**config.mk**
```make
export PLATFORM = sky130hd
export DESIGN_NAME = btb_assoc
export DESIGN_NICKNAME = d
export VERILOG_FILES = /design/src/rtl/btb_pkg.sv /design/src/rtl/btb_repl.sv /design/src/rtl/btb_assoc.sv
export SDC_FILE = /design/constraint.sdc
export NUM_CORES = 2
export LEC_CHECK = 0
export CAP_MARGIN = 25
export CORE_MARGIN = 2
export CORE_UTILIZATION = 43
export DETAILED_ROUTE_END_ITERATION = 8
export PLACE_DENSITY_LB_ADDON = 0.3
export SYNTH_ARGS = -nofsm -noshare
export SYNTH_HDL_FRONTEND = slang
export SYNTH_SLANG_ARGS = --single-unit
```
**constraint.sdc**
```tcl
create_clock -name clk -period 8.03 [get_ports clk]
set_clock_uncertainty 0.2 [all_clocks]
set_input_delay 1.606 -clock clk [delete_from_list [all_inputs] [get_ports clk]]
set_output_delay 1.606 -clock clk [all_outputs]
set_load 0.02 [all_outputs]
```
**src/rtl/btb_pkg.sv**
```systemverilog
// Shared types for the set-associative branch target buffer.
// BTB_COUNTER_EN enables the per-way 2-bit taken counters.
package btb_pkg;

  typedef enum logic {
    IDLE  = 1'b0,
    FLUSH = 1'b1
  } btb_state_e;

  typedef enum logic [1:0] {
    CTR_SNT = 2'b00,
    CTR_WNT = 2'b01,
    CTR_WT  = 2'b10,
    CTR_ST  = 2'b11
  } btb_ctr_e;

  function automatic btb_ctr_e ctr_update(input btb_ctr_e c, input logic taken);
    logic [1:0] v;
    v = c;
    if (taken) v = (v == 2'b11) ? v : v + 2'd1;
    else       v = (v == 2'b00) ? v : v - 2'd1;
    return btb_ctr_e'(v);
  endfunction

endpackage

```
**src/rtl/btb_repl.sv**
```systemverilog
// Victim selection for one BTB set: lowest invalid way first, otherwise the
// set's round-robin pointer. victim_valid flags that a live entry is replaced.
module btb_repl #(
  parameter int NUM_WAYS = 2,
  parameter int WAY_W    = 1
) (
  input  logic [NUM_WAYS-1:0] valid,
  input  logic [WAY_W-1:0]    rr_ptr,
  output logic [WAY_W-1:0]    victim,
  output logic                victim_valid
);

  always_comb begin
    victim       = rr_ptr;
    victim_valid = 1'b1;
    for (int w = NUM_WAYS - 1; w >= 0; w--) begin
      if (!valid[w]) begin
        victim       = WAY_W'(w);
        victim_valid = 1'b0;
      end
    end
  end

endmodule

```
**src/rtl/btb_assoc.sv**
```systemverilog
// Set-associative branch target buffer: combinational lookup on IF_pc,
// update/allocate on ID_pc, one-set-per-cycle flush. Macro: BTB_COUNTER_EN.
//
//   state | meaning
//   IDLE  | lookups and writes serviced
//   FLUSH | clearing set flush_idx_q each cycle, busy high, writes dropped
module btb_assoc
  import btb_pkg::*;
#(
  parameter int NUM_SETS = 16,
  parameter int NUM_WAYS = 2,
  parameter int PC_WIDTH = 32
) (
  input  logic                clk,
  input  logic                rst_n,
  input  logic [PC_WIDTH-1:0] IF_pc,
  input  logic [PC_WIDTH-1:0] ID_pc,
  input  logic                write,
  input  logic                ID_Branch,
  input  logic                ID_Jump,
  input  logic                ID_taken,
  input  logic [PC_WIDTH-1:0] pc_imm_in,
  input  logic                flush,
  output logic                hit,
  output logic                IF_Branch,
  output logic                IF_Jump,
  output logic                IF_taken,
  output logic [PC_WIDTH-1:0] pc_imm_out,
  output logic                busy
);

  localparam int SET_W = $clog2(NUM_SETS);
  localparam int WAY_W = (NUM_WAYS > 1) ? $clog2(NUM_WAYS) : 1;
  localparam int TAG_W = PC_WIDTH - 2 - SET_W;

  btb_state_e          state_q;
  logic [SET_W-1:0]    flush_idx_q;
  logic [NUM_WAYS-1:0] valid_q  [NUM_SETS];
  logic [WAY_W-1:0]    rr_q     [NUM_SETS];
  logic [TAG_W-1:0]    tag_q    [NUM_SETS][NUM_WAYS];
  logic [PC_WIDTH-1:0] target_q [NUM_SETS][NUM_WAYS];
  logic                br_q     [NUM_SETS][NUM_WAYS];
  logic                jmp_q    [NUM_SETS][NUM_WAYS];

  logic [SET_W-1:0] if_set, id_set;
  logic [TAG_W-1:0] if_tag, id_tag;
  logic             if_hit, id_hit;
  logic [WAY_W-1:0] if_way, id_way;
  logic [WAY_W-1:0] victim, wr_way, rr_cur, rr_next;
  logic             victim_valid;
  logic             do_write;

  assign if_set = IF_pc[2 +: SET_W];
  assign if_tag = IF_pc[PC_WIDTH-1 -: TAG_W];
  assign id_set = ID_pc[2 +: SET_W];
  assign id_tag = ID_pc[PC_WIDTH-1 -: TAG_W];

  // Lowest matching way wins on both ports.
  always_comb begin
    if_hit = 1'b0;
    if_way = '0;
    id_hit = 1'b0;
    id_way = '0;
    for (int w = NUM_WAYS - 1; w >= 0; w--) begin
      if (valid_q[if_set][w] && tag_q[if_set][w] == if_tag) begin
        if_hit = 1'b1;
        if_way = WAY_W'(w);
      end
      if (valid_q[id_set][w] && tag_q[id_set][w] == id_tag) begin
        id_hit = 1'b1;
        id_way = WAY_W'(w);
      end
    end
  end

  btb_repl #(
    .NUM_WAYS (NUM_WAYS),
    .WAY_W    (WAY_W)
  ) u_repl (
    .valid        (valid_q[id_set]),
    .rr_ptr       (rr_q[id_set]),
    .victim       (victim),
    .victim_valid (victim_valid)
  );

  assign busy     = (state_q == FLUSH);
  assign do_write = write && !busy;
  assign wr_way   = id_hit ? id_way : victim;
  assign rr_cur   = rr_q[id_set];
  assign rr_next  = (rr_cur == WAY_W'(NUM_WAYS - 1)) ? '0 : rr_cur + WAY_W'(1);

  always_ff @(posedge clk or negedge rst_n) begin
    if (!rst_n) begin
      state_q     <= IDLE;
      flush_idx_q <= '0;
      for (int s = 0; s < NUM_SETS; s++) begin
        valid_q[s] <= '0;
        rr_q[s]    <= '0;
      end
    end else begin
      case (state_q)
        IDLE: begin
          if (flush) begin
            state_q     <= FLUSH;
            flush_idx_q <= '0;
          end
        end
        FLUSH: begin
          valid_q[flush_idx_q] <= '0;
          flush_idx_q          <= flush_idx_q + SET_W'(1);
          if (flush_idx_q == SET_W'(NUM_SETS - 1)) state_q <= IDLE;
        end
        default: state_q <= IDLE;
      endcase
      if (do_write) begin
        valid_q[id_set][wr_way] <= 1'b1;
        if (!id_hit && victim_valid) rr_q[id_set] <= rr_next;
      end
    end
  end

  // Payload is qualified by valid, so it needs no reset.
  always_ff @(posedge clk) begin
    if (do_write) begin
      tag_q[id_set][wr_way]    <= id_tag;
      target_q[id_set][wr_way] <= pc_imm_in;
      br_q[id_set][wr_way]     <= ID_Branch;
      jmp_q[id_set][wr_way]    <= ID_Jump;
    end
  end

  assign hit        = if_hit && !busy;
  assign pc_imm_out = hit ? target_q[if_set][if_way] : '0;
  assign IF_Branch  = hit && br_q[if_set][if_way];
  assign IF_Jump    = hit && jmp_q[if_set][if_way];

`ifdef BTB_COUNTER_EN
  btb_ctr_e   ctr_q [NUM_SETS][NUM_WAYS];
  logic [1:0] ctr_if;

  always_ff @(posedge clk) begin
    if (do_write) begin
      if (ID_Jump)     ctr_q[id_set][wr_way] <= CTR_ST;
      else if (id_hit) ctr_q[id_set][wr_way] <= ctr_update(ctr_q[id_set][wr_way], ID_taken);
      else             ctr_q[id_set][wr_way] <= ID_taken ? CTR_WT : CTR_WNT;
    end
  end

  assign ctr_if   = ctr_q[if_set][if_way];
  assign IF_taken = hit && ctr_if[1];

  logic unused_pc_bits;
  assign unused_pc_bits = ^{IF_pc[1:0], ID_pc[1:0]};
`else
  assign IF_taken = hit;

  logic unused_pc_bits;
  assign unused_pc_bits = ^{IF_pc[1:0], ID_pc[1:0], ID_taken};
`endif

endmodule
```
==> impl_metrics.json <==
{
  "yosysMostFrequentCell": "edfxtp_1",
  "peakVddDrop_v": 0.000166,
  "tightest_slew_ps": 1090,
  "timing.fmax_mhz": 124,
  "setup_violations": 8,
  "antenna_found_initial": 11,
  "period_needed_ps": 8060,
  "rsz0062_at_grt": "false",
  "finalWirelength_um": 238000,
  "clock_sinks": 1973,
  "grt_pass1_wl_um": 337000,
  "grt_usage_pct": 24.0,
  "dp_slack_ps": -211,
  "arrival_ps": 6250,
  "row_count": 162,
  "synth-edff-count": 1920,
  "cp_data_required_time_ps": 6220,
  "hp-class": "reg -> reg",
  "insertion_delay_ps": 860,
  "critPathBufInv": 5,
  "via_per_inst": 6.30,
  "cpLargestDelayFamily": "buffers and inverters",
  "path_clk_slew_ps": 60,
  "grt_max_degree": 137,
  "yosysTopAreaCell": "edfxtp_1",
  "setup_slack_ps": -29.4,
  "slowest_stage": "or4_1",
  "final_layout_size_suffix_gt1_share_pct": 33.5,
  "dp_hpwl_um": 145000,
  "period_share_pct": 100,
  "overflow": 0,
  "finalHoldViolations": 0,
  "initial_utilization_pct": 43.2,
  "slowest_delay_ps": 640,
  "relSlewSlack_pct": 27.2,
  "synth_cell_types": 62,
  "syn_avg_cell_area_um2": 21.8,
  "die_w_um": 446,
  "postCtsHoldBufs": 0,
  "status": "complete, but fails checks",
  "cts_tree": "built",
  "r2r_cells": 13,
  "p_leak_nw": 31.4,
  "cap_violations": 0,
  "netlist_instances": 3862,
  "synth_top_area_share_pct": 68.6,
  "end_kind": "output pin",
  "cts_root_buf": "clkbuf_16",
  "io_pins": 140,
  "drc_errors": 0,
  "drv_slew": 0,
  "crit_top_cell": "buf_12",
  "power.density_nw_per_um2": 230,
  "htreeDepth": 4,
  "synth-seq-area-share_pct": 70.2,
  "path_cells": "buf_12 > buf_12 > mux4_2 > mux2i_1 > xor2_1 > o21ai_0 > o21ai_1 > buf_4 > nand4_1 > or4_1 > or3b_4 > buf_12 > o22ai_2 > clkdlybuf4s50_1",
  "vias": 43900,
  "syn-num-nets": 3969,
  "synth-warning-count": 0,
  "synth_common_cells": "edfxtp_1 (1,920), mux4_2 (785), mux2i_1 (166), clkbuf_1 (93), xnor2_1 (90)",
  "postCtsSetupBuffers": 0,
  "place_area_um2": 91400,
  "numCtsBuffers": 198,
  "stdcell_area_um2": 98200,
  "violations": "negative setup slack",
  "antenna_left": 0,
  "grt_pass1_vias": 44200,
  "crit_type": "in -> out",
  "die_h_um": 446,
  "cp-start-kind": "input pin",
  "whs_path_depth": 1,
  "die_area_um2": 199000,
  "fin_nets": 4360,
  "dr.pass1.iters": 6,
  "netlist_area_um2": 84100,
  "syn2layout_area_growth_pct": 16.8,
  "cp_num_cells": 14,
  "ys_async_sr_fraction_pct": 2.69,
  "clk_path_buf_depth": 3,
  "core_um2": 195000,
  "worstPathMaxFanout": 15,
  "synthTopCellsByArea": "edfxtp_1 (69%), mux4_2 (21%), mux2i_1 (2.0%), dfrtp_1 (1.6%), xnor2_1 (0.94%)",
  "avgRoutedWirePerCell_um": 34.1,
  "gp_congestion": 0.894,
  "portBuffers": 134,
  "dr.first_iter.drc_count": 5960,
  "ys_ff_latch": 1973,
  "synth_top_flop_cell": "edfxtp_1"
}
worst paths after layout:
kind | startpoint | end | slack [ps]
setup reg to reg | tag_q[7][15] | tag_q[12][2] | 3360
hold reg to reg | rr_q[8] | rr_q[8] | 300
setup / recovery | IF_pc[2] | pc_imm_out[14] | -30
min in group asynchronous | rst_n | valid_q[11] | 710
max in group asynchronous | rst_n | valid_q[17] | 6440
hold / removal | rr_q[8] | rr_q[8] | 300
power by group:
part / switching [mW] / internal (mW)
combinational: 1.06 / 0.767
clock: 4.01 / 5.24
sequential: 0.0804 / 11.4
total: 5.15 / 17.4
routing by layer:
layer	up-vias	part of all wire, %	track usage (%)
li1	17400	-	-
met1	23800	40	33.9
met2	2295	48	37.4
met3	408	8.6	4.49
met4	10	3.6	8.65
met5	-	0.052	0.171
logic make-up (layout without fill, tap and decap cells):
group	count (synthesis)	in the layout	share of synthesized area [%]
flops	1973	1973	70.2
compound gates	224	224	1.91
fa+ha+maj	4	4	0.0595
buf+inv	321	882	1.80
simple gates	232	232	1.36
mux	975	975	23.3
xor+xnor	133	133	1.39
other cells	0	4	0
flip-flops by register name, summed over array words and instances, names as in the netlist:
| name | count |
|---|---|
| rr_q | 16 |
| target_q | 1024 |
| br_q | 32 |
| valid_q | 32 |
| flush_idx_q | 4 |
| jmp_q | 32 |
| busy | 1 |
| tag_q | 832 |
what timing repair did:
item / 4_1_cts / 5_1_grt
endpoints found under the setup margin: 29 / 26
pin swaps: 1 / 0
endpoints found under the hold margin: 0 / 0
resized for setup: 13 / 12
gates cloned: 1 / 0
layout by cell type, fill, tap and decap left out, types with 43 or more instances in the layout:
| master | n |
|---|---|
| nand2_1 | 57 |
| clkbuf_1 | 46 |
| inv_1 | 70 |
| clkdlybuf4s50_1 | 112 |
| o21ai_0 | 72 |
| clkbuf_16 | 205 |
| mux2i_1 | 165 |
| xor2_1 | 43 |
| xnor2_1 | 89 |
| edfxtp_1 | 1920 |
| dfrtp_1 | 53 |
| mux4_2 | 785 |
| clkinv_1 | 45 |
| buf_12 | 124 |
| buf_4 | 179 |
final cells by class:
class,instances,area [um^2]
clock buffer,248,5200
clock inverter,122,1310
multi-input combinational,1568,23900
tap,2542,3180
timing repair buffer,439,5350
fill,15300,96400
antenna,4,10.0
inverter,73,274
sequential,1973,59000
per-stage QoR:
step	hold WS [ps]	util [%]	cells	total power, mW	TNS [ps]
3_5_place_dp	292	47.0	6588	13.5	-2990
6_report	304	50.5	6969	22.6	-120
3_3_place_gp	283	47.0	6587	13.5	-4640
2_1_floorplan	260	-	3862	12.7	0
5_1_grt	329	50.5	6968	23.2	0
4_1_cts	305	50.4	6959	22.7	0
No activity file was read; power rests on OpenSTA's default activity.
